File: src/rtl/mem_bus_trace.sv
// mem_bus_trace: bus snooper that counts accesses and traces in-window writes into a FWFT FIFO
module mem_bus_trace #(
    parameter int ADDR_WIDTH = 26,
    parameter int DATA_WIDTH = 32,
    parameter int DEPTH = 16,
    parameter logic [ADDR_WIDTH-1:0] WIN_BASE = ADDR_WIDTH'('h0100000),
    parameter logic [ADDR_WIDTH-1:0] WIN_LIMIT = ADDR_WIDTH'('h010000F)
) (
    input  logic                       CLK,
    input  logic                       RST,
    input  logic                       ENABLE,
    input  logic [ADDR_WIDTH-1:0]      BUS_ADDR,
    input  logic [DATA_WIDTH-1:0]      BUS_DATA,
    input  logic                       BUS_READ,
    input  logic                       BUS_WRITE,
    output logic                       TRACE_VALID,
    output logic [ADDR_WIDTH-1:0]      TRACE_ADDR,
    output logic [DATA_WIDTH-1:0]      TRACE_DATA,
    input  logic                       TRACE_POP,
    output logic [$clog2(DEPTH):0]     TRACE_LEVEL,
    output logic                       OVERFLOW,
    output logic [31:0]                WR_COUNT,
    output logic [31:0]                RD_COUNT,
    output logic [15:0]                ERR_COUNT
);
    localparam int PW = $clog2(DEPTH);
    localparam int LW = PW + 1;

    typedef enum logic [1:0] {IDLE, RD, WR, ERR} state_t;

    state_t                state, state_nxt;
    logic                  rd_start, wr_start, err_start;
    logic                  in_window, push_req, push_ok, pop_ok, full, fwd;
    logic [PW-1:0]         wr_ptr, rd_ptr, rd_ptr_nxt;
    logic [LW-1:0]         level_nxt;
    logic [ADDR_WIDTH-1:0] head_addr_nxt;
    logic [DATA_WIDTH-1:0] head_data_nxt;
    logic [ADDR_WIDTH-1:0] mem_addr [DEPTH];
    logic [DATA_WIDTH-1:0] mem_data [DEPTH];

    // bus state register
    always_ff @(posedge CLK) begin
        if (RST) state <= IDLE;
        else state <= state_nxt;
    end

    // next state straight from the strobes; an access starts only on a state change
    always_comb begin
        state_nxt = IDLE;
        case ({BUS_READ, BUS_WRITE})
            2'b10:   state_nxt = RD;
            2'b01:   state_nxt = WR;
            2'b11:   state_nxt = ERR;
            default: state_nxt = IDLE;
        endcase
        rd_start  = (state_nxt == RD) && (state != RD);
        wr_start  = (state_nxt == WR) && (state != WR);
        err_start = (state_nxt == ERR) && (state != ERR);
    end

    // push/pop decisions and the head entry that will be visible after this edge
    always_comb begin
        in_window  = (BUS_ADDR >= WIN_BASE) && (BUS_ADDR <= WIN_LIMIT);
        push_req   = wr_start && ENABLE && in_window;
        pop_ok     = TRACE_POP && TRACE_VALID;
        full       = TRACE_LEVEL == LW'(DEPTH);
        push_ok    = push_req && (!full || pop_ok);
        rd_ptr_nxt = rd_ptr + PW'(pop_ok);
        level_nxt  = TRACE_LEVEL + LW'(push_ok) - LW'(pop_ok);
        fwd        = push_ok && (rd_ptr_nxt == wr_ptr);
        head_addr_nxt = (level_nxt == '0) ? '0 : fwd ? BUS_ADDR : mem_addr[rd_ptr_nxt];
        head_data_nxt = (level_nxt == '0) ? '0 : fwd ? BUS_DATA : mem_data[rd_ptr_nxt];
    end

    // FIFO storage; contents need no reset because level gates visibility
    always_ff @(posedge CLK) begin
        if (push_ok) begin
            mem_addr[wr_ptr] <= BUS_ADDR;
            mem_data[wr_ptr] <= BUS_DATA;
        end
    end

    // FIFO pointers, level, registered head and sticky overflow
    always_ff @(posedge CLK) begin
        if (RST) begin
            wr_ptr      <= '0;
            rd_ptr      <= '0;
            TRACE_LEVEL <= '0;
            TRACE_VALID <= 1'b0;
            TRACE_ADDR  <= '0;
            TRACE_DATA  <= '0;
            OVERFLOW    <= 1'b0;
        end else begin
            wr_ptr      <= wr_ptr + PW'(push_ok);
            rd_ptr      <= rd_ptr_nxt;
            TRACE_LEVEL <= level_nxt;
            TRACE_VALID <= level_nxt != '0;
            TRACE_ADDR  <= head_addr_nxt;
            TRACE_DATA  <= head_data_nxt;
            OVERFLOW    <= OVERFLOW || (push_req && !push_ok);
        end
    end

    // access counters; reads and writes wrap, errors saturate
    always_ff @(posedge CLK) begin
        if (RST) begin
            WR_COUNT  <= '0;
            RD_COUNT  <= '0;
            ERR_COUNT <= '0;
        end else begin
            WR_COUNT  <= WR_COUNT + 32'(wr_start);
            RD_COUNT  <= RD_COUNT + 32'(rd_start);
            ERR_COUNT <= (err_start && ERR_COUNT != 16'hFFFF) ? ERR_COUNT + 16'd1 : ERR_COUNT;
        end
    end
endmodule

File: config.mk
export PLATFORM = sky130hd
export DESIGN_NAME = mem_bus_trace
export DESIGN_NICKNAME = d
export VERILOG_FILES = /design/src/rtl/mem_bus_trace.sv
export SDC_FILE = /design/constraint.sdc
export NUM_CORES = 1
export LEC_CHECK = 0
export CAP_MARGIN = 20
export CORE_ASPECT_RATIO = 0.8
export CORE_MARGIN = 2
export CORE_UTILIZATION = 40
export DETAILED_ROUTE_END_ITERATION = 16
export PLACE_DENSITY = 0.68
export SYNTH_ARGS = -nofsm -noshare
export SYNTH_HDL_FRONTEND = slang
export SYNTH_SLANG_ARGS = --single-unit
File: constraint.sdc
create_clock -name CLK -period 13.8 [get_ports CLK]
set_input_delay 2.07 -clock CLK [delete_from_list [all_inputs] [get_ports CLK]]
set_output_delay 2.07 -clock CLK [all_outputs]
set_load 0.005 [all_outputs]
# After elaboration in Yosys (flattened, before gate mapping)
# Memory sizes are Yosys's and may differ from the RTL's. A register that Yosys moved wholly into a read port is not among the register bits.
# Cells that the tools add are included.
# W data, S select, Z words.
dict set report word_totals {
  regBits 97
  word_cells 51
  input_bits 64
  mem_bits_rw 928
  mem_count 2
  out_inout_bits 145
  mem_bits_ro 0
  latchBits 0
}
dict set report op_classes {
  bitwise_logic 0
  shift 0
  n_reduce_logical 17
  eq_ne 11
  n_div 0
  mux 3
  add_sub_neg 7
  multipliers 0
  n_lt_le_gt_ge 2
}
# name depth width rd rd_ports_with_merged_regs wr line_no
set memory_table {}
lappend memory_table {mem_data 16 32 1 1 1 39} ;# logic [DATA_WIDTH-1:0] mem_data [DEPTH];
lappend memory_table {mem_addr 16 26 1 1 1 38} ;# logic [ADDR_WIDTH-1:0] mem_addr [DEPTH];
# operator n
set ops {}
lappend ops {{$add A32 B1 Y32} 2}
lappend ops {{$ge A26 B21 Y1 const B} 1}
lappend ops {{$le A26 B21 Y1 const B} 1}
lappend ops {{$add A16 B1 Y16 const B} 1}
lappend ops {{$ne A16 B16 Y1 const B} 1}
lappend ops {{$logic_and A1 B1 Y1} 10}
lappend ops {{$add A4 B1 Y4} 2}
lappend ops {{$eq A2 B2 Y1 const B} 4}
lappend ops {{$pmux W2 S3} 1}
lappend ops {{$add A5 B1 Y5} 1}
lappend ops {{$eq A5 B5 Y1 const B} 1}
lappend ops {{$logic_not A5 Y1} 1}
lappend ops {{$reduce_bool A5 Y1} 1}
lappend ops {{$sub A5 B1 Y5} 1}
lappend ops {{$eq A2 B1 Y1 const B} 2}
lappend ops {{$ne A2 B2 Y1 const B} 2}
lappend ops {{$logic_not A1 Y1} 2}
lappend ops {{$logic_or A1 B1 Y1} 2}
lappend ops {{$mux W1} 2}
lappend ops {{$ne A2 B1 Y1 const B} 1}
lappend ops {{$reduce_or A2 Y1} 1}

# Logic depth before layout (Yosys ltp)
# Gate-level depths: netlist (run 1).
dict set report logic_depth {
  word_depth 11
  ltp_mapped 16
  depth_no_buf 14
}

# Least setup slack after synthesis (run 1)
# No wires, ideal clock.
dict set report synth_path {
  path_kind {input port to flip-flop}
  start {input BUS_ADDR[7]}
  end {memory mem_addr[6][0], enable pin}
  setup_slack_ns 4.681
  path_buffers 1
  t_arrival_ns 8.501
  path_stages 5
  required_time_ns 13.183
  setup_ns 0.617
  cell_sequence {nor4b_2 > and4_1 > or3b_1 > buf_6 > nor4_1}
}
dict set report synth_via {
  elab_chain_cells 6
  elab_cells_between_ends 7
  classes_between {order compare: 2; mux: 2; reduce/logical: 3}
}
# element line_no
set synth_rtl {}
lappend synth_rtl {{from (decl)} 12} ;# input logic [ADDR_WIDTH-1:0] BUS_ADDR,
lappend synth_rtl {{$ge A26 B21 Y1 or $le A26 B21 Y1 (tied branches)} 63} ;# in_window = (BUS_ADDR >= WIN_BASE) && (BUS_ADDR <= WIN_LIMIT);
lappend synth_rtl {{$logic_and A1 B1 Y1 *} 63}
lappend synth_rtl {{$logic_and A1 B1 Y1 *} 64} ;# push_req = wr_start && ENABLE && in_window;
lappend synth_rtl {{$logic_and A1 B1 Y1 *} 67} ;# push_ok = push_req && (!full || pop_ok);
lappend synth_rtl {{$mux W1 *} 77} ;# if (push_ok) begin
lappend synth_rtl {{$mux W1 (implied by the code) *} 78} ;# mem_addr[wr_ptr] <= BUS_ADDR;
lappend synth_rtl {{to (decl)} 38}
# Every way passes the cells marked *; elsewhere a longest branch is shown, timed or not.

# Final worst setup path (run 1)
dict set report layout_path {
  start {input BUS_ADDR[7]}
  end {register TRACE_DATA[21], read port of mem_data}
}
dict set report layout_via {
  elab_chain_cells 8
  elab_cells_between_ends 9
  classes_between {add/sub: 2; order compare: 2; reduce/logical: 5}
}
# element line_no
set layout_rtl {}
lappend layout_rtl {{$ge A26 B21 Y1 or $le A26 B21 Y1 (tied branches)} 63}
lappend layout_rtl {{$logic_and A1 B1 Y1 *} 63}
lappend layout_rtl {{$logic_and A1 B1 Y1 *} 64}
lappend layout_rtl {{$logic_and A1 B1 Y1 *} 67}
lappend layout_rtl {{$add A5 B1 Y5 *} 69} ;# level_nxt = TRACE_LEVEL + LW'(push_ok) - LW'(pop_ok);
lappend layout_rtl {{$sub A5 B1 Y5 *} 69}
lappend layout_rtl {{net level_nxt[1]} 35} ;# logic [LW-1:0] level_nxt;
lappend layout_rtl {{$logic_not A5 Y1 *} 72} ;# head_data_nxt = (level_nxt == '0) ? '0 : fwd ? BUS_DATA : mem_data[rd_ptr_nxt];
lappend layout_rtl {{$reduce_or A2 Y1 (no source line) *} --}
lappend layout_rtl {{to (decl)} 18} ;# output logic [DATA_WIDTH-1:0] TRACE_DATA,
# Mark *: on every way through the listed nets, which the timed path passes. The rest lies on a longest branch.
# A chain may end at the register's enable or synchronous reset.

==> results of run 1 <==
report_power, final:
part	switching (mW)	internal, mW
registers	0.0439	3.61
logic	0.517	0.659
clock network	1.21	1.60
total	1.77	5.88
synth_stat cells (2+ instances only):
master	instances	area, sq um
nand2_1	32	120
and4_1	10	87.6
o21ai_0	10	50.1
and3_1	77	482
inv_1	10	37.5
xor2_1	48	420
nor3_1	13	65.1
buf_6	5	56.3
and2_1	8	50.1
clkbuf_1	65	244
nand4_1	15	93.8
dfxtp_1	155	3100
mux4_2	290	6530
nand3_1	31	155
a21o_1	31	233
or3_1	9	56.3
nand3b_1	2	15.0
nand2b_1	2	12.5
buf_1	25	93.8
xnor2_1	30	263
nor2b_1	17	106
ha_1	14	175
nor4b_2	2	30.0
a21oi_1	12	60.1
nor2_1	87	327
nor4_1	9	56.3
edfxtp_1	928	27900
a21o_2	6	52.6
buf_2	4	20.0
sequential cells by signal, indices dropped and copies added, names as in the netlist:
register     count
TRACE_VALID      1
TRACE_DATA      32
RD_COUNT        32
TRACE_LEVEL      5
wr_ptr           4
TRACE_ADDR      26
mem_addr       416
state            2
rd_ptr           4
ERR_COUNT       16
OVERFLOW         1
mem_data       512
WR_COUNT        32
metrics by stage:
step / setup WS (ns) / instances / area [sq um] / hold WS, ns / total power, mW
2_1_floorplan: 4.68 / 1962 / 41000 / 0.460 / 4.51
3_3_place_gp: 6.67 / 3445 / 44800 / 0.477 / 4.90
3_5_place_dp: 6.47 / 3445 / 44800 / 0.485 / 4.93
4_1_cts: 7.23 / 3632 / 48200 / 0.501 / 7.74
5_1_grt: 6.94 / 3639 / 48300 / 0.523 / 7.93
6_report: 7.19 / 3640 / 48300 / 0.488 / 7.65
path summary, 6_finish.rpt:
check	from	endpoint	slack [ns]	depth (start not counted)
worst max-delay path	BUS_ADDR[7]	TRACE_DATA[21]$_SDFF_PP0_	7.19	12
worst max register to register	TRACE_VALID$_SDFF_PP0_	TRACE_DATA[0]$_SDFF_PP0_	9.15	8
worst min register to register	OVERFLOW$_SDFF_PP0_	OVERFLOW$_SDFF_PP0_	0.49	2
worst min-delay path	OVERFLOW$_SDFF_PP0_	OVERFLOW$_SDFF_PP0_	0.49	2
logic make-up (layout without fill, tap and decap cells):
group / Yosys count / count (layout) / share of synthesized area
muxes: 291 / 291 / 0.159
and+or+nand+nor: 320 / 320 / 0.0416
adders and majority gates: 15 / 15 / 0.00476
DFF: 1083 / 1083 / 0.755
AOI/OAI and AO/OA: 65 / 65 / 0.0112
xor gates and xnor gates: 78 / 78 / 0.0167
other: 0 / 2 / 0
buffers and inverters: 110 / 449 / 0.0112
critical path, cell delays in order:
cell and delay [ns]:
clkdlybuf4s50_1 0.70, nor4b_2 0.62, and4_1 0.43, or3b_1 0.54
o21ai_0 0.21, ha_1 0.22, fa_1 0.45, nor3_1 0.55
a31oi_4 0.43, buf_4 0.48, and3_1 0.26, a21o_1 0.16
per-layer routing:
metal / GRT usage / wire length, microns / up-vias / share of wire
met4: 0.0497 / 2190 / 10 / 0.023
met3: 0.0398 / 6350 / 145 / 0.068
li1: - / - / 8531 / -
met5: 0 / 57 / - / 0.00061
met2: 0.297 / 46600 / 653 / 0.50
met1: 0.240 / 38500 / 10664 / 0.41
layout make-up:
class | count | area [sq um] | share of cell area
flip-flops and latches | 1083 | 31000 | 0.641
multi-input cells | 769 | 9760 | 0.202
clock buffers | 127 | 2710 | 0.0561
repair buffers | 252 | 2520 | 0.0521
well taps | 1337 | 1670 | 0.0346
clock inverters | 60 | 659 | 0.0136
inverters | 10 | 37.5 | 0.000777
diodes | 2 | 5.00 | 0.000104
==> flow_summary.toml, run 1 <==
[clocking]
cts_tree = "done"
cts_num_sinks = 1083
clock_latency_ns = 0.70
cts_hold_buf = 0
clockBufferDepth = 3
htree_levels = 3
cts_resized = 0
cts_setup_buffers = 0
worst_setup_hold_path_clk_slew_ns = 0.06
cts_buffers = 99
cts_root_buf = "clkbuf_16"

[place]
place_congestion = 0.789
dp_hpwl_microns = 49300
placement.io_buffers = 208

[final_layout]
layout_commonest_cell = "edfxtp_1"
fillers = 8248
syn_to_final_growth_pct = 17.8
postLayoutCoreUtil = 0.474
nNetsFinal = 2294
drive_gt1_frac = 0.228
layout_common_cells = "edfxtp_1 (928), mux4_2 (290), clkdlybuf4s50_1 (207)"

[outcome]
outcome = "complete, no violations"

[floorplan]
coreArea_sq_mm = 0.102
io_pins = 209
dieArea_sq_mm = 0.105
rows = 105
start_util = 0.402
die_y_microns = 290
die_x_microns = 362

[logic_synthesis]
synth-async-reset-ratio = 0
ys_ff_latch = 1083
synth-main-ff-cell = "edfxtp_1"
synthCells = 1962
syn-cell-area_sq_mm = 0.0410
synth_edf_count = 928
ys_types = 44
yosys_warnings = 0
ys_seq_area_frac = 0.755
synth_nets = 2041
synth.avg_cell_area_sq_um = 20.9

[sta]
max_slew_margin = 0.243
finalSetupViolCount = 0
fin_skew_ns = 0.0469
max_clock_freq_mhz = 151
maxSlewViolCount = 0
period_needed_ns = 6.61
fin_crit_sh = 0.479
finalSetupTns_ns = 0
rsz0062_at_grt = "false"
hold_viol_final = 0
worstMarginPinSlew_ns = 1.14

[global_routing]
grt_max_degree = 99
grt_pass1_vias = 20922
track_usage = 0.179
antenna_found_initial = 7
grt_pass1_wl_microns = 139000
gr-total-overflow = 0

[setup_path]
startpoint_type = "input pin"
cp_data_arrival_time_ns = 7.16
crit_required_ns = 14.35
worst_setup_path_end_kind = "register"
critical_path_class = "input pin to register"
cp_max_fo = 44

[routing]
ant_nets = 0
drt_wl_total_microns = 93700
drt_iter0_markers = 2222
remaining_drc_errors = 0
via_per_inst = 5.50
first_pass_iters = 5
dr_total_vias = 20003
wl_per_cell_microns = 25.7

[power_and_ir_drop]
power_leakage_nw = 15.5
vdd_drop_max_uv = 125
p_per_area_mw_per_mm2 = 158

[flow_run]
maxCapViolations = 0

[hold_path]
min-delay-path-class = "register to register"
Note: power is estimated with default switching activity, not from simulation.
==> inputs of run 2 (changes only) <==
==> constraint.sdc (replaced) <==
create_clock -name CLK -period 6.64 [get_ports CLK]
set_input_delay 0.996 -clock CLK [delete_from_list [all_inputs] [get_ports CLK]]
set_output_delay 0.996 -clock CLK [all_outputs]
set_load 0.005 [all_outputs]
==> flow_summary.toml, run 2 (same netlist as run 1, synthesis figures left out) <==
[clocking]
clockBufferDepth = 3
cts_num_sinks = 1083
cts_hold_buf = 0
worst_setup_hold_path_clk_slew_ns = 0.06
cts_resized = 0
cts_root_buf = "clkbuf_16"
cts_tree = "done"
htree_levels = 3
clock_latency_ns = 0.68
cts_setup_buffers = 0
cts_buffers = 102

[final_layout]
largest_reg_flops = 512
nNetsFinal = 2301
layout_commonest_cell = "edfxtp_1"
top_register = "mem_data"
multi_input_area_sq_mm = 0.00978
diodes = 0
syn_to_final_growth_pct = 18.0
reg_top3 = "mem_data x512, mem_addr x416"
layout_common_cells = "edfxtp_1 (928), mux4_2 (290), clkdlybuf4s50_1 (207)"
fillers = 8176
drive_gt1_frac = 0.228
final_cells = 3649
regArea_sq_mm = 0.0310

[sta]
max_clock_freq_mhz = 189
maxSlewViolCount = 0
finalSetupViolCount = 0
hold_ws_ns = 0.507
rsz0062_at_grt = "false"
fin_skew_ns = 0.0188
fin_crit_sh = 0.795
hold_viol_final = 0
worstMarginPinSlew_ns = 0.990
timing.final.ws_setup_ns = 1.36
max_slew_margin = 0.340
period_needed_ns = 5.28

[setup_path]
timing.rr.end = "TRACE_DATA[18]$_SDFF_PP0_"
r2r_slack_ns = 2.44
startpoint_type = "input pin"
critical_path_class = "input pin to register"
r2r-start = "TRACE_LEVEL[2]$_SDFF_PP0_"
worst_setup_path_end_kind = "register"
cp_data_arrival_time_ns = 5.85
cp_max_fo = 59
reg2regPathDepth = 15
crit_required_ns = 7.21

[global_routing]
grt_max_degree = 133
grt_pass1_vias = 20938
gr-total-overflow = 0
track_usage = 0.181
grt_util_met3 = 0.0361
grt_pass1_wl_microns = 140000
busiest_layer = "met2"
grt_util_met1 = 0.247
antenna_found_initial = 6
met2_usage = 0.299

[hold_path]
hold_path_end = "WR_COUNT[31]$_SDFF_PP0_"
holdPathStages = 2
min-delay-path-class = "register to register"
hold_path.startpoint = "WR_COUNT[31]$_SDFF_PP0_"

[routing]
drt_wl_total_microns = 94800
via_per_inst = 5.52
dr_total_vias = 20147
drt_iter0_markers = 2087
first_pass_iters = 7
remaining_drc_errors = 0
wl_per_cell_microns = 26.0
ant_nets = 0

[place]
place_congestion = 0.793
dp.cells = 3455
dp_hpwl_microns = 50500
placement.io_buffers = 208
pre_cts_ws_ns = 0.593

[floorplan]
die_x_microns = 362
io_pins = 209
coreArea_sq_mm = 0.102
start_util = 0.402
die_y_microns = 290
rows = 105
dieArea_sq_mm = 0.105

[power_and_ir_drop]
vdd_drop_max_uv = 260
power_leakage_nw = 15.5
p_per_area_mw_per_mm2 = 327

[outcome]
outcome = "complete, no violations"

[flow_run]
maxCapViolations = 0
[run 2: cell types whose count changed in the layout (fill, tap and decap cells not counted), moves of 4 or more]
| cell | previous run | this run |
|---|---|---|
| buf_12 | 1 | 10 |
| clkbuf_1 | 15 | 34 |
| buf_16 | 5 | 0 |
| clkinv_2 | 22 | 18 |
| clkinv_1 | 14 | 5 |
| bufinv_16 | 11 | 6 |
| clkbuf_16 | 99 | 104 |
[run 2: worst max path at each step]
stage	cells after the start	slack (ns)	startpoint	endpoint
3_3_place_gp	12	0.77	BUS_ADDR[7]	TRACE_DATA[1]$_SDFF_PP0_
6_report	12	1.36	BUS_ADDR[7]	TRACE_DATA[0]$_SDFF_PP0_
4_1_cts	12	1.32	BUS_ADDR[7]	TRACE_DATA[29]$_SDFF_PP0_
3_5_place_dp	12	0.59	BUS_ADDR[7]	TRACE_DATA[29]$_SDFF_PP0_
5_1_grt	12	1.09	BUS_ADDR[7]	TRACE_DATA[29]$_SDFF_PP0_
2_1_floorplan	7	-0.002	BUS_ADDR[7]	mem_addr[2][0]$_DFFE_PP_
[run 2: critical path: stages]
cell and delay (ns):
clkdlybuf4s50_1 0.67, nor4b_2 0.60, and4_1 0.42, or3b_1 0.58, o21ai_0 0.26, ha_1 0.23, fa_1 0.44, nor3_1 0.54
a31oi_4 0.14, buf_4 0.44, and3_1 0.29, a21o_2 0.18
[run 2: metal layers]
metal	part of all wire	wire length, microns
met1	0.41	39000
met2	0.50	47600
met3	0.068	6490
met4	0.018	1690
met5	0.00056	53
[run 2: per-stage QoR]
step | instance area [sq um] | setup TNS [ns] | total power, mW | util
6_report | 48400 | 0 | 15.8 | 0.474
5_1_grt | 48400 | 0 | 16.4 | 0.474
4_1_cts | 48400 | 0 | 16.0 | 0.474
3_5_place_dp | 45000 | 0 | 10.2 | 0.441
3_3_place_gp | 45000 | 0 | 10.2 | 0.441
2_1_floorplan | 41000 | -0.139 | 9.37 | -
[run 2: final cells by class]
class / count / area share
Clock inverter: 40 / 0.00892
Tap cell: 1337 / 0.0346
Timing Repair Buffer: 256 / 0.0529
Sequential cell: 1083 / 0.640
Clock buffer: 154 / 0.0610
Inverter: 10 / 0.000775
Multi-Input combinational cell: 769 / 0.202
[run 2: power breakdown]
group          internal [mW]  switching (mW)  total (mW)
clock                   3.32            2.48        5.80
combinational           1.38            1.04        2.41
sequential              7.51           0.103        7.61
==> inputs of run 3 (changes only) <==
--- a/config.mk
+++ b/config.mk
@@ -10,7 +10,7 @@
 export CORE_MARGIN = 2
 export CORE_UTILIZATION = 40
 export DETAILED_ROUTE_END_ITERATION = 16
-export PLACE_DENSITY = 0.68
+export PLACE_DENSITY = 0.7
 export SYNTH_ARGS = -nofsm -noshare
 export SYNTH_HDL_FRONTEND = slang
 export SYNTH_SLANG_ARGS = --single-unit
==> constraint.sdc (replaced) <==
create_clock -name CLK -period 4.5 [get_ports CLK]
set_input_delay 0.675 -clock CLK [delete_from_list [all_inputs] [get_ports CLK]]
set_output_delay 0.675 -clock CLK [all_outputs]
set_load 0.005 [all_outputs]
==> flow_summary.toml, run 3 (same netlist as run 1, synthesis figures left out) <==
[setup_path]
timing.rr.end = "TRACE_DATA[30]$_SDFF_PP0_"
startpoint_type = "input pin"
reg2regPathDepth = 15
cp_max_fo = 28
crit_required_ns = 5.07
critical_path_class = "input pin to register"
worst_setup_path_end_kind = "register"
cp_data_arrival_time_ns = 4.54
r2r_slack_ns = 1.16
r2r-start = "TRACE_LEVEL[3]$_SDFF_PP0_"

[final_layout]
largest_reg_flops = 512
syn_to_final_growth_pct = 20.4
layout_commonest_cell = "edfxtp_1"
drive_gt1_frac = 0.247
top_register = "mem_data"
reg_top3 = "mem_data x512, mem_addr x416"
layout_common_cells = "edfxtp_1 (928), mux4_2 (290), clkdlybuf4s50_1 (207)"
nNetsFinal = 2365
fillers = 8098
final_cells = 3711

[routing]
remaining_drc_errors = 0
drt_iter0_markers = 2107
ant_nets = 0
wl_per_cell_microns = 25.1
via_per_inst = 5.49
first_pass_iters = 7
drt_wl_total_microns = 93100
dr_total_vias = 20365

[power_and_ir_drop]
p_per_area_mw_per_mm2 = 475
power_leakage_nw = 15.9
vdd_drop_max_uv = 366

[clocking]
clock_latency_ns = 0.69
cts_root_buf = "clkbuf_16"
cts_hold_buf = 0
htree_levels = 3
cts_buffers = 99
cts_num_sinks = 1083
worst_setup_hold_path_clk_slew_ns = 0.06
clockBufferDepth = 3
cts_resized = 0
cts_setup_buffers = 0
cts_tree = "done"

[global_routing]
grt_pass1_vias = 21002
track_usage = 0.178
grt_max_degree = 91
grt_pass1_wl_microns = 138000
antenna_found_initial = 4
gr-total-overflow = 0

[sta]
hold_viol_final = 0
rsz0062_at_grt = "false"
hold_ws_ns = 0.331
finalSetupViolCount = 0
fin_crit_sh = 0.882
max_slew_margin = 0.372
fin_skew_ns = 0.0243
finalSetupTns_ns = 0
period_needed_ns = 3.97
worstMarginPinSlew_ns = 0.942
maxSlewViolCount = 0
max_clock_freq_mhz = 252

[floorplan]
die_y_microns = 290
rows = 105
coreArea_sq_mm = 0.102
io_pins = 209
start_util = 0.402
dieArea_sq_mm = 0.105
die_x_microns = 362

[place]
dp.cells = 3522
placement.io_buffers = 208
place_congestion = 0.794
dp_hpwl_microns = 53200

[outcome]
outcome = "complete, no violations"

[hold_path]
holdPathStages = 2
hold_path.startpoint = "RST"
min-delay-path-class = "input pin to register"
hold_path_end = "TRACE_LEVEL[4]$_SDFF_PP0_"

[flow_run]
maxCapViolations = 0
## run 3: cell count changes in the layout (fill, tap and decap cells not counted), moves of 3 or more
cell      previous run  this run
clkinv_8             4         0
clkbuf_8            16        11
buf_12              10        56
clkinv_1             5        12
clkbuf_1            34        27
inv_6                0         3
buf_4               38        59
## run 3: how the worst max path moves through the flow
stage | slack (ns) | start | endpoint | depth (start not counted)
2_1_floorplan | -1.63 | BUS_ADDR[7] | mem_addr[15][0]$_DFFE_PP_ | 5
3_3_place_gp | -0.05 | BUS_ADDR[10] | TRACE_DATA[0]$_SDFF_PP0_ | 16
3_5_place_dp | -0.15 | BUS_ADDR[15] | TRACE_DATA[27]$_SDFF_PP0_ | 16
4_1_cts | 0.57 | BUS_ADDR[15] | TRACE_DATA[30]$_SDFF_PP0_ | 16
5_1_grt | 0.31 | BUS_ADDR[15] | TRACE_DATA[30]$_SDFF_PP0_ | 16
6_report | 0.53 | BUS_ADDR[15] | TRACE_DATA[30]$_SDFF_PP0_ | 16
## run 3: area by class of cell
cell class | instances | area (sq um) | area share
sequential | 1083 | 31000 | 0.627
multi-input combinational | 769 | 9790 | 0.198
timing repair buffer | 323 | 3640 | 0.0737
clock buffer | 140 | 2810 | 0.0568
tap | 1337 | 1670 | 0.0339
clock inverter | 47 | 473 | 0.00958
inverter | 10 | 37.5 | 0.000760
antenna | 2 | 5.00 | 0.000101
## run 3: report_power, final
part / total [mW] / internal [mW] / switching [mW] / leakage [nW]
sequential: 11.2 / 11.1 / 0.158 / 9.60
combinational: 3.76 / 2.19 / 1.57 / 4.71
clock: 8.45 / 4.82 / 3.62 / 1.61
total: 23.4 / 18.1 / 5.35 / 15.9
## run 3: layer usage
layer	global-route usage	vias up	wire length, microns
met5	0	-	27
met3	0.0373	141	6710
met2	0.296	764	46800
li1	-	8674	-
met1	0.238	10780	37500
met4	0.0459	6	2140
## run 3: stage by stage
| step | util | setup WS [ns] | cell area [sq um] | total power [mW] |
|---|---|---|---|---|
| after floorplan | - | -1.63 | 41100 | 13.8 |
| after global placement | 0.452 | -0.0536 | 46100 | 15.2 |
| after detailed placement | 0.452 | -0.153 | 46100 | 15.3 |
| after CTS | 0.484 | 0.565 | 49400 | 23.7 |
| after global routing | 0.484 | 0.309 | 49400 | 24.3 |
| final | 0.484 | 0.533 | 49400 | 23.4 |
## run 3: worst max-delay path, stage by stage
cell	delay [ns]
clkdlybuf4s50_1	0.73
nor4_1	0.29
and4_1	0.24
buf_4	0.15
nand4_1	0.12
nand2_1	0.12
o21ai_0	0.09
ha_1	0.22
fa_1	0.40
a21oi_1	0.14
o21bai_1	0.09
xnor2_1	0.46
a31oi_4	0.23
buf_12	0.22
and3_1	0.16
a21o_2	0.17
